[config.mk]
export PLATFORM = sky130hd
export DESIGN_NAME = ws2812_decoder
export DESIGN_NICKNAME = d
export VERILOG_FILES = /design/src/rtl/ws2812_decoder.sv
export SDC_FILE = /design/constraint.sdc
export NUM_CORES = 1
export LEC_CHECK = 0
export BUFFER_PORTS_ARGS = -buffer_cell sky130_fd_sc_hd__buf_2
export CELL_PAD_IN_SITES_DETAIL_PLACEMENT = 0
export CELL_PAD_IN_SITES_GLOBAL_PLACEMENT = 1
export CORE_ASPECT_RATIO = 1.5
export CORE_MARGIN = 8
export CORE_UTILIZATION = 35
export CTS_BUF_LIST = sky130_fd_sc_hd__clkbuf_8
export DETAILED_ROUTE_END_ITERATION = 16
export PLACE_DENSITY_LB_ADDON = 0.1
export SLEW_MARGIN = 5
export SYNTH_ARGS = -nofsm -noshare
export SYNTH_HDL_FRONTEND = slang
export SYNTH_SLANG_ARGS = --single-unit
[constraint.sdc]
create_clock -name clk -period 9.01 [get_ports clk]
set_input_delay 1.802 -clock clk [delete_from_list [all_inputs] [get_ports clk]]
set_output_delay 1.802 -clock clk [all_outputs]
set_load 0.1 [all_outputs]
[src/rtl/ws2812_decoder.sv]
// WS2812 NRZ stream decoder: classifies high-pulse widths into bits, assembles
// MSB-first 24-bit words and latches the selected word when the low gap ends a frame.
module ws2812_decoder #(
  parameter int unsigned MIN_PULSE    = 2,
  parameter int unsigned BIT_THRESH   = 6,
  parameter int unsigned RESET_CYCLES = 500,
  parameter int unsigned CNT_W        = 10
) (
  input  logic        clk,
  input  logic        reset,
  input  logic        din,
  input  logic [7:0]  led_sel,
  output logic [23:0] rgb_out,
  output logic        valid,
  output logic [7:0]  word_count,
  output logic        frame_error,
  output logic        busy
);

  typedef enum logic [2:0] {SYNC, IDLE, HIGH, LOW, LATCH, STUCK} state_t;

  localparam logic [CNT_W-1:0] LAST_CNT = CNT_W'(RESET_CYCLES - 1);
  localparam logic [CNT_W-1:0] MIN_CNT  = CNT_W'(MIN_PULSE);
  localparam logic [CNT_W-1:0] THR_CNT  = CNT_W'(BIT_THRESH);

  state_t      state_q;
  logic        sync1_q, din_s_q;
  logic [CNT_W-1:0] hcnt_q, lcnt_q;
  logic [7:0]  sel_q, word_idx_q, word_count_q;
  logic [4:0]  bit_idx_q;
  logic [22:0] shift_q;
  logic [23:0] cap_q, rgb_q;
  logic        hit_q, valid_q, frame_error_q, busy_q;

  logic        bit_d;
  logic [23:0] shift_d;

  always_comb begin
    bit_d   = (hcnt_q >= THR_CNT);
    shift_d = {shift_q, bit_d};
  end

  always_ff @(posedge clk or posedge reset) begin
    if (reset) begin
      state_q       <= SYNC;
      sync1_q       <= 1'b0;
      din_s_q       <= 1'b0;
      hcnt_q        <= '0;
      lcnt_q        <= '0;
      sel_q         <= '0;
      word_idx_q    <= '0;
      word_count_q  <= '0;
      bit_idx_q     <= '0;
      shift_q       <= '0;
      cap_q         <= '0;
      rgb_q         <= '0;
      hit_q         <= 1'b0;
      valid_q       <= 1'b0;
      frame_error_q <= 1'b0;
      busy_q        <= 1'b0;
    end else begin
      sync1_q <= din;
      din_s_q <= sync1_q;
      valid_q <= 1'b0;
      case (state_q)
        SYNC: begin
          if (din_s_q)               lcnt_q  <= '0;
          else if (lcnt_q == LAST_CNT) state_q <= IDLE;
          else                        lcnt_q  <= lcnt_q + 1'b1;
        end
        IDLE: begin
          if (din_s_q) begin
            state_q    <= HIGH;
            hcnt_q     <= CNT_W'(1);
            sel_q      <= led_sel;
            shift_q    <= '0;
            bit_idx_q  <= '0;
            word_idx_q <= '0;
            hit_q      <= 1'b0;
            busy_q     <= 1'b1;
          end
        end
        HIGH: begin
          if (!din_s_q) begin
            state_q <= LOW;
            lcnt_q  <= CNT_W'(1);
            // Pulses shorter than MIN_PULSE leave the word state untouched.
            if (hcnt_q >= MIN_CNT) begin
              shift_q <= shift_d[22:0];
              if (bit_idx_q == 5'd23) begin
                if (word_idx_q == sel_q) begin
                  cap_q <= shift_d;
                  hit_q <= 1'b1;
                end
                if (word_idx_q != 8'hFF) word_idx_q <= word_idx_q + 1'b1;
                bit_idx_q <= '0;
              end else begin
                bit_idx_q <= bit_idx_q + 1'b1;
              end
            end
          end else if (hcnt_q == LAST_CNT) begin
            state_q       <= STUCK;
            frame_error_q <= 1'b1;
            busy_q        <= 1'b0;
          end else begin
            hcnt_q <= hcnt_q + 1'b1;
          end
        end
        LOW: begin
          if (din_s_q) begin
            state_q <= HIGH;
            hcnt_q  <= CNT_W'(1);
          end else if (lcnt_q == LAST_CNT) begin
            state_q <= LATCH;
          end else begin
            lcnt_q <= lcnt_q + 1'b1;
          end
        end
        LATCH: begin
          word_count_q  <= word_idx_q;
          frame_error_q <= (bit_idx_q != '0);
          if (hit_q) begin
            rgb_q   <= cap_q;
            valid_q <= 1'b1;
          end
          busy_q  <= 1'b0;
          state_q <= IDLE;
        end
        STUCK: begin
          // The first low sample already counts toward the resync gap.
          if (!din_s_q) begin
            state_q <= SYNC;
            lcnt_q  <= CNT_W'(1);
          end
        end
        default: state_q <= SYNC;
      endcase
    end
  end

  assign rgb_out     = rgb_q;
  assign valid       = valid_q;
  assign word_count  = word_count_q;
  assign frame_error = frame_error_q;
  assign busy        = busy_q;

endmodule

---- Word level (Yosys, flattened, before mapping) ----
Index checks and enable logic that the tools add are counted.
storage, ports and cells
  flip-flop bits (word level) ............. 129
  input bits .............................. 11
  output and inout bits ................... 35
  word-level logic and storage cells ...... 118
cells by class
  add/subtract/negate cells ............... 4
  magnitude comparators ................... 2
  equal/unequal tests ..................... 27
  multiplexer cells ....................... 48
  bitwise logic cells ..................... 1
  reductions and logical operators ........ 20
operators by type and width
  cell                                                                    number
  10-bit 2-to-1 mux                                                       7
  23-bit 2-to-1 mux                                                       3
  23-bit one-hot mux with 2 select lines                                  1
  8-bit 2-to-1 mux                                                        5
  10-bit one-hot mux with 3 select lines                                  1
  2-bit inequality test, second input constant                            14
  3-bit 2-to-1 mux                                                        8
  10-bit by 1-bit adder with 10-bit output, second input constant         2
  10-bit by 9-bit equality test with 1-bit output, second input constant  2
  5-bit 2-to-1 mux                                                        4
  10-bit one-hot mux with 2 select lines                                  1
  3-bit one-hot mux with 6 select lines                                   1
  6-bit AND reduction                                                     3
  8-bit one-hot mux with 2 select lines                                   1
  1-bit 2-to-1 mux                                                        12
  4-bit AND reduction                                                     3
  10-bit by 2-bit >= comparator with 1-bit output, second input constant  1
  10-bit by 3-bit >= comparator with 1-bit output, second input constant  1
  5-bit one-hot mux with 2 select lines                                   1
  8-bit by 1-bit adder with 8-bit output, second input constant           1
  8-bit equality test                                                     1
  8-bit inequality test, second input constant                            1
  3-bit by 2-bit equality test with 1-bit output, second input constant   2
  3-bit equality test, second input constant                              2
  16 further kinds                                                        24

---- Depth between registers and ports, before layout ----
Gate-level depths: netlist of run 1.
  depth in word-level cells ............... 6
  mapped depth ............................ 7
  mapped depth without buffers ............ 6

---- Least setup slack after synthesis of run 1 ----
Ideal clock, no wire load.
  path type ............................... register to output
  from .................................... register busy_q, in the netlist busy
  to ...................................... output busy
  data arrival time ....................... 0.922 ns
  required time ........................... 7.208 ns
  setup slack ............................. 6.286 ns
  cell stages (with the launch flop) ...... 1
  path buffers ............................ 0
  path through ............................ dfrtp_1
RTL lines
  what                    RTL line  RTL
  from (decl)             33        logic hit_q, valid_q, frame_error_q, busy_q;
  from (signal assigned)  60        busy_q <= 1'b0;
  from (signal assigned)  80        busy_q <= 1'b1;
  from (signal assigned)  104       busy_q <= 1'b0;
  to (decl)               17        output logic busy
No word-level cell between the ends.

---- Worst setup path in the final report of run 1 ----
  from .................................... register busy_q, in the netlist busy
  to ...................................... output busy
No word-level cell between the ends.

==> results of run 1 <==
[cells in the mapped netlist, types with 3 or more instances]
| cell | count |
|---|---|
| o21ai_0 | 24 |
| a21boi_0 | 3 |
| a21o_1 | 4 |
| nor2_1 | 9 |
| clkbuf_1 | 18 |
| and4_1 | 3 |
| nand3_1 | 37 |
| nor3_1 | 6 |
| o31ai_1 | 9 |
| and3_1 | 9 |
| a211oi_1 | 5 |
| or2_2 | 4 |
| mux2_2 | 38 |
| nand4_1 | 9 |
| nand2_1 | 68 |
| mux2i_1 | 7 |
| inv_1 | 14 |
| xor2_1 | 9 |
| buf_2 | 9 |
| nand2b_1 | 4 |
| or4_1 | 8 |
| and2_1 | 3 |
| o21ai_1 | 10 |
| nor4_1 | 5 |
| or3_1 | 5 |
| ha_1 | 6 |
| a21oi_1 | 16 |
| dfrtp_1 | 129 |
| mux2_4 | 19 |
| a31oi_1 | 3 |
[layout make-up]
type / count / area, um^2
sequential: 129 / 3228
fill: 1721 / 10350
tap: 213 / 266.5
clock inverter: 14 / 155.1
clock buffer: 18 / 247.7
inverter: 14 / 57.56
timing repair buffer: 52 / 277.8
multi-input combinational: 369 / 2688
[power by group]
part / switching [mW] / internal [mW] / leakage [nW] / total, mW
combinational: 0.0155 / 0.00483 / 1.32 / 0.0203
sequential: 0.00264 / 0.580 / 1.75 / 0.583
clock: 0.251 / 0.258 / 0.201 / 0.508
total: 0.269 / 0.842 / 3.28 / 1.11
[layer usage]
layer	vias up	GRT usage	share of wire
li1	2063	-	-
met1	2144	0.1570	0.43
met2	57	0.2346	0.53
met3	15	0.03264	0.034
met4	0	0.04729	0.013
met5	-	0	0
[worst min-delay path by stage]
stage	start	to	depth (start not counted)	slack, ps
floorplan	sync1_q$_DFF_PP0_	din_s_q$_DFF_PP0_	0	330
global placement	sync1_q$_DFF_PP0_	din_s_q$_DFF_PP0_	0	340
CTS	sync1_q$_DFF_PP0_	din_s_q$_DFF_PP0_	0	360
finish	sync1_q$_DFF_PP0_	din_s_q$_DFF_PP0_	0	360
global route	sync1_q$_DFF_PP0_	din_s_q$_DFF_PP0_	0	380
detailed placement	sync1_q$_DFF_PP0_	din_s_q$_DFF_PP0_	0	340
[logic make-up after synthesis]
family	Yosys count
XOR/XNOR	11
buffers and inverters	46
adder cells (fa/ha/maj)	6
AND/OR/NAND/NOR	188
AO/OA/AOI/OAI	100
multiplexers	64
flip-flops	129
[per-stage QoR]
| step | total power, mW | worst slack [ps] |
|---|---|---|
| after floorplan | 0.6074 | 3767 |
| after global placement | 0.6152 | 5709 |
| after detailed placement | 0.6158 | 5663 |
| after CTS | 1.132 | 5887 |
| after global routing | 1.160 | 5704 |
| final | 1.111 | 5924 |
[flip-flops by register name (all words and copies together) (netlist names), 3 cells and up]
register,count
rgb_out,24
word_idx_q,8
bit_idx_q,5
lcnt_q,10
state_q,3
shift_q,23
hcnt_q,10
cap_q,24
sel_q,8
word_count,8
==> reports/results.txt, run 1 <==
Outcome: completed
Startpoint type of the worst setup path: flop
Nets: 600
Final setup violating endpoints: 0
Core Rows: 59
Via-to-Cell Ratio: 5.289
Initial antenna violation count: 0
Max Root-Sink Buffers: 2
Setup TNS: 0 ps
CP bufs+invs: 1
Worst slew pin tran: 1170 ps
Sequential-to-total area share from yosys stat: 0.5257
Layout area overhead: 12.69%
Non-Filler Cell Area, Final: 6920 um^2
Worst-path clk slew: 80 ps
Final core utilization: 0.4006
Yosys cell types: 70
Worst-path cell chain: buf_2
Worst path top cell family by delay: buffers and inverters
Netlist Area Pre-Place: 6141 um^2
Critical Path Source: busy$_DFFE_PP0P_
Vias in the first global route: 4,511
RR Endpoint: shift_q[0]$_DFFE_PP0P_
Setup Skew: 8.613 ps
Pleak: 3.279 nW
Reg2reg setup slack: 5990 ps
Critical Path RT: 7210 ps
Period utilization: 0.3425
RSZ-0062 raised after global routing: false
Detailed-route DRC error count: 0
First-pass GRT wire length: 23,400 um
Via count: 4,279
CTS Buf Count: 17
Synth area leader: dfrtp_1
Fmax: 0.3241 GHz
DRT Pass-1 Iters: 5
Post-Layout Cell Count: 809
Drt wl/cell: 17.25 um
Final hold violations: 0
Slew Limit Headroom: 0.2192
TritonCTS Sinks: 129
Gpl congestion: 0.7650
Share of the synthesized area in the top cell type: 0.5257
# IOs: 46
Kind of critical path: reg2out
Post-Synth Simple-Gate Area: 0.1681
Commonest non-fill, non-tap cell in the layout: dfrtp_1
Max-cap viol count: 0
Top cells by area, synth: dfrtp_1, mux2_2, mux2_4
Antenna diodes: 0
Post-Synth XOR/XNOR Area: 0.01569
Largest family of logic cells by synthesized area: simple AND/OR/NAND/NOR gates
Placed cell area: 6518 um^2
Worst min path class: reg2reg
CP Depth: 1
Worst path max stage delay: 450 ps
Cells after DPL: 777
Proportion of layout cells with a drive suffix above 1: 0.2735
Synth async-reset ratio: 1.000
Global-route usage over all layers: 0.1351
Die Area: 22,130 um^2
Core box area: 17,270 um^2
Initial cell density of the core: 0.3555
Routed wire length: 13,960 um
DR iter-0 viols: 237
CP max FO: 4
Pwr Density: 160.5 nW/um^2
Die width: 124.2 um
Compound-gate portion of the synthesized area: 0.1131
Critical path capture point: busy
Yosys reg bits: 129
Port Buffer Count: 45
Final ANT Viol Nets: 0
Mux cell area share after synthesis: 0.1275
Number of synthesized flops with an enable pin: 0
Post-CTS Setup Repair Bufs: 0
Worst setup EP type: output port
VDD IR max: 0.07852 mV
Worst Path Arrival: 1280 ps
Post-detail-place hpwl: 9327 um
Hold_ws: 358.2 ps
Hold Buf Count CTS: 0
Fin. max-slew vios: 0
R2r startpoint: hcnt_q[9]$_DFFE_PP0P_
Post-synth top flop: dfrtp_1
Post-CTS sizing: 0
Mapped Cells: 544
Most frequent cells in the layout: dfrtp_1, nand2_1, buf_2
Fin crit period: 3086 ps
H-tree levels: 4
Post-Syn Nets: 561
Synth Area per Inst: 11.29 um^2
Height of the chip: 178.2 um
R2R cell count: 5
CTS tree: done
CP max stage cell: buf_2
Root buffer cell: clkbuf_8
Worst-Skew Late Latency: 440 ps
Synthesis Warnings: 0
Adder-Cell Fraction of Synth Area: 0.01222
Largest net degree at the start of global routing: 72
Grt ovf: 0
Power figures use the tool's default switching activity.
==> run 2: changes to the inputs <==
- clock period: 9.01 -> 2.8 ns (I/O delays scaled with it)
==> run 2 against run 1 <==
Power grew to 3.3 times the previous value. Via count increased by 2.5%. Worst hold slack worse by 210 ps. Sequential share of layout area shrank 1.1 points. Combinational power rose to 3.8 times the previous value. Routed wire length up 2.7%. Register-to-register slack worse by 5600 ps. Critical endpoint is now cap_q[21]$_DFFE_PP0P_. Largest power group unchanged. Highest routed layer unchanged.
==> reports/results.txt, run 2 (same netlist as run 1, synthesis figures left out) <==
Worst Path Arrival: 2710 ps
First-pass GRT wire length: 23,850 um
Initial antenna violation count: 0
Outcome: completed
Worst-path clk slew: 80 ps
Post-CTS Setup Repair Bufs: 0
Fin crit period: 2396 ps
Pleak: 3.373 nW
Fin. max-slew vios: 0
Worst path max stage delay: 580 ps
CTS Buf Count: 17
Worst path top cell family by delay: simple AND/OR/NAND/NOR gates
Die Area: 22,130 um^2
RR Endpoint: cap_q[21]$_DFFE_PP0P_
Max-cap viol count: 0
CTS tree: done
Drt wl/cell: 17.42 um
Grt ovf: 0
Vias in the first global route: 4,549
Port Buffer Count: 45
DRT Pass-1 Iters: 5
Final worst slack: 404.4 ps
RSZ-0062 raised after global routing: false
Worst setup EP type: flop
Final ANT Viol Nets: 0
R2R cell count: 5
DR iter-0 viols: 307
Startpoint type of the worst setup path: flop
Worst min path class: in2async
Post-CTS sizing: 0
Fmax: 0.4174 GHz
Nets: 614
TritonCTS Sinks: 129
Total power draw: 3.716 mW
Setup TNS: 0 ps
Via count: 4,387
Via-to-Cell Ratio: 5.330
CP max FO: 25
H-tree levels: 4
Setup Skew: 10.60 ps
Pwr Density: 524.3 nW/um^2
Critical Path RT: 3120 ps
Slew Limit Headroom: 0.4442
Final setup violating endpoints: 0
Die width: 124.2 um
Core box area: 17,270 um^2
Reg2reg setup slack: 400 ps
Max Root-Sink Buffers: 2
Layout area overhead: 15.42%
Worst slew pin tran: 831.5 ps
Period utilization: 0.8556
Gpl congestion: 0.8195
Initial cell density of the core: 0.3555
Post-detail-place hpwl: 9811 um
VDD IR max: 0.4842 mV
Commonest non-fill, non-tap cell in the layout: dfrtp_1
Root buffer cell: clkbuf_8
Kind of critical path: reg2reg
CP bufs+invs: 1
Global-route usage over all layers: 0.1377
Most frequent cells in the layout: dfrtp_1, nand2_1, buf_2
CP max stage cell: or4_4
Detailed-route DRC error count: 0
Proportion of layout cells with a drive suffix above 1: 0.2885
Worst-Skew Late Latency: 440 ps
Core Rows: 59
Routed wire length: 14,340 um
Final hold violations: 0
Antenna diodes: 0
Worst-path cell chain: or4_4, o311a_2, nand3_4, buf_4, mux2_2
# IOs: 46
Largest net degree at the start of global routing: 56
Height of the chip: 178.2 um
Hold Buf Count CTS: 0
R2r startpoint: hcnt_q[8]$_DFFE_PP0P_
Place WS: 398.2 ps
==> run 2: how the worst max path moves through the flow <==
stage                     startpoint                        to  cells past startpoint
2_1_floorplan                  reset  bit_idx_q[0]$_DFFE_PP0P_                      1
3_3_place_gp   hcnt_q[8]$_DFFE_PP0P_     cap_q[23]$_DFFE_PP0P_                      5
3_5_place_dp   hcnt_q[9]$_DFFE_PP0P_     cap_q[19]$_DFFE_PP0P_                      5
4_1_cts        hcnt_q[9]$_DFFE_PP0P_     cap_q[21]$_DFFE_PP0P_                      5
5_1_grt        hcnt_q[9]$_DFFE_PP0P_     cap_q[23]$_DFFE_PP0P_                      5
6_report       hcnt_q[8]$_DFFE_PP0P_     cap_q[21]$_DFFE_PP0P_                      5
==> run 2: where the power goes <==
group | internal [mW] | switching, mW | total [mW]
Sequential | 1.87 | 0.00498 | 1.87
Combinational | 0.0212 | 0.0564 | 0.0776
Clock | 0.981 | 0.786 | 1.77
==> run 2: cell type report <==
class	count	area [um^2]
fillers	1716	10190
well taps	213	266.5
flip-flops and latches	129	3228
clock inverters	15	207.7
repair buffers	66	407.9
clock buffers	17	234.0
inverters	14	56.30
multi-input cells	369	2688
==> run 2: layer usage <==
layer	GRT usage	part of all wire	vias to the layer above
met3	0.02883	0.031	23
met5	0	0	-
met2	0.2409	0.53	78
met1	0.1567	0.42	2205
met4	0.05923	0.020	0
li1	-	-	2081
==> run 2: stage by stage <==
stage	cells	hold WS, ps	area [um^2]	utilization
final	823	152.7	7088	0.4103
after global routing	823	162.7	7088	0.4103
after CTS	823	135.1	7088	0.4103
after detailed placement	791	340.2	6646	0.3848
after global placement	791	335.0	6646	0.3848
after floorplan	544	331.2	6145	-
==> run 3: changes to the inputs <==
- CORE_UTILIZATION: 35 -> 45
==> run 3 against run 2 <==
Die area fell by 20%. Register-to-register slack worse by 20 ps. Worst hold slack better by 55 ps. Combinational power rose by 2%. Core utilization grew 11 points. Global-route usage grew 1.8 points. Sequential share of layout area increased by 0.54 points. Worst setup slack worse by 21 ps. Power shrank 2.2%. Count of clock-buffer cells in the layout did not move. Cell count shrank 6.4%. Critical path depth unchanged. Critical endpoint is now cap_q[22]$_DFFE_PP0P_. Highest routed layer unchanged.
==> reports/results.txt, run 3 (same netlist as run 1, synthesis figures left out) <==
Outcome: completed
Worst Path Arrival: 2740 ps
TritonCTS Sinks: 129
Final ANT Viol Nets: 0
# IOs: 46
Nets: 613
Vias in the first global route: 4,507
CP max stage cell: or4_4
Hold Buf Count CTS: 0
Initial cell density of the core: 0.4582
H-tree levels: 4
Via count: 4,333
Total power draw: 3.633 mW
Gpl congestion: 0.8400
Final hold violations: 0
Final worst slack: 383.6 ps
Antenna diodes: 0
Post-CTS sizing: 0
Worst setup EP type: flop
Setup Skew: 13.73 ps
Startpoint type of the worst setup path: flop
Via-to-Cell Ratio: 5.627
Die width: 111.4 um
Most frequent cells in the layout: dfrtp_1, nand2_1, buf_2
Period utilization: 0.8630
Place WS: 385.8 ps
VDD IR max: 0.2715 mV
Pwr Density: 518.6 nW/um^2
Worst-Skew Late Latency: 440 ps
Worst path max stage delay: 580 ps
DR iter-0 viols: 166
Commonest non-fill, non-tap cell in the layout: dfrtp_1
Detailed-route DRC error count: 0
Drt wl/cell: 17.46 um
Root buffer cell: clkbuf_8
Critical Path RT: 3120 ps
Global-route usage over all layers: 0.1559
Fin crit period: 2416 ps
Worst min path class: in2async
Grt ovf: 0
Worst-path clk slew: 80 ps
Worst-path cell chain: or4_4, o311a_2, nand3_4, buf_4, mux2_2
Kind of critical path: reg2reg
Worst slew pin tran: 712.6 ps
Port Buffer Count: 45
RSZ-0062 raised after global routing: false
Max-cap viol count: 0
Setup TNS: 0 ps
DRT Pass-1 Iters: 4
Fmax: 0.4138 GHz
Final setup violating endpoints: 0
Pleak: 3.354 nW
First-pass GRT wire length: 22,800 um
Max Root-Sink Buffers: 2
Core Rows: 52
Routed wire length: 13,450 um
CTS tree: done
Slew Limit Headroom: 0.5237
Die Area: 17,720 um^2
Fin. max-slew vios: 0
Core box area: 13,400 um^2
Layout area overhead: 14.08%
Height of the chip: 159.1 um
CP max FO: 25
Post-CTS Setup Repair Bufs: 0
Proportion of layout cells with a drive suffix above 1: 0.2878
Post-detail-place hpwl: 9210 um
CTS Buf Count: 17
Largest net degree at the start of global routing: 61
Initial antenna violation count: 0
-- run 3: metrics by stage --
| step | instances | instance area (um^2) | hold WS, ps | util |
|---|---|---|---|---|
| after floorplan | 544 | 6145 | 331.2 | - |
| after global placement | 739 | 6588 | 338.7 | 0.4915 |
| after detailed placement | 739 | 6588 | 348.4 | 0.4915 |
| after CTS | 770 | 7005 | 198.5 | 0.5227 |
| after global routing | 770 | 7005 | 206.7 | 0.5227 |
| final | 770 | 7005 | 207.6 | 0.5227 |
-- run 3: worst max-delay path: cells and delay by family (launching register included) --
family | cells | cell delay (ps)
mux | 1 | 380
simple gates | 2 | 660
buf+inv | 1 | 370
flops | 1 | 440
compound gates | 1 | 420
-- run 3: final cells by class --
cell class	count	area, um^2
fill	1230	6397
sequential	129	3228
multi-input combinational	369	2688
timing repair buffer	65	412.9
clock buffer	17	234.0
tap	162	202.7
clock inverter	14	183.9
inverter	14	56.30
-- run 3: power by group --
part           leakage [nW]  total [mW]  internal, mW  switching [mW]
sequential             1.75        1.87          1.87         0.00489
clock                 0.202        1.68         0.892           0.790
combinational          1.40      0.0793        0.0242          0.0551
-- run 3: layer usage --
| metal | global-route usage | wire [um] | vias to the layer above |
|---|---|---|---|
| met5 | 0 | 0 | - |
| met4 | 0.05600 | 212 | 0 |
| met3 | 0.04072 | 454 | 17 |
| met2 | 0.2781 | 7197 | 75 |
| met1 | 0.1727 | 5582 | 2157 |
| li1 | - | - | 2084 |
-- run 3: path summary, 6_finish.rpt --
kind	cells past startpoint	end	start	slack [ps]
setup / recovery	5	cap_q[22]$_DFFE_PP0P_	hcnt_q[8]$_DFFE_PP0P_	380
hold / removal	3	hcnt_q[1]$_DFFE_PP0P_	reset	210
setup reg to reg	5	cap_q[22]$_DFFE_PP0P_	hcnt_q[8]$_DFFE_PP0P_	380
hold reg to reg	0	din_s_q$_DFF_PP0_	sync1_q$_DFF_PP0_	360
max in group asynchronous	4	word_count[4]$_DFFE_PP0N_	reset	2140
min in group clk	1	sync1_q$_DFF_PP0_	din	230
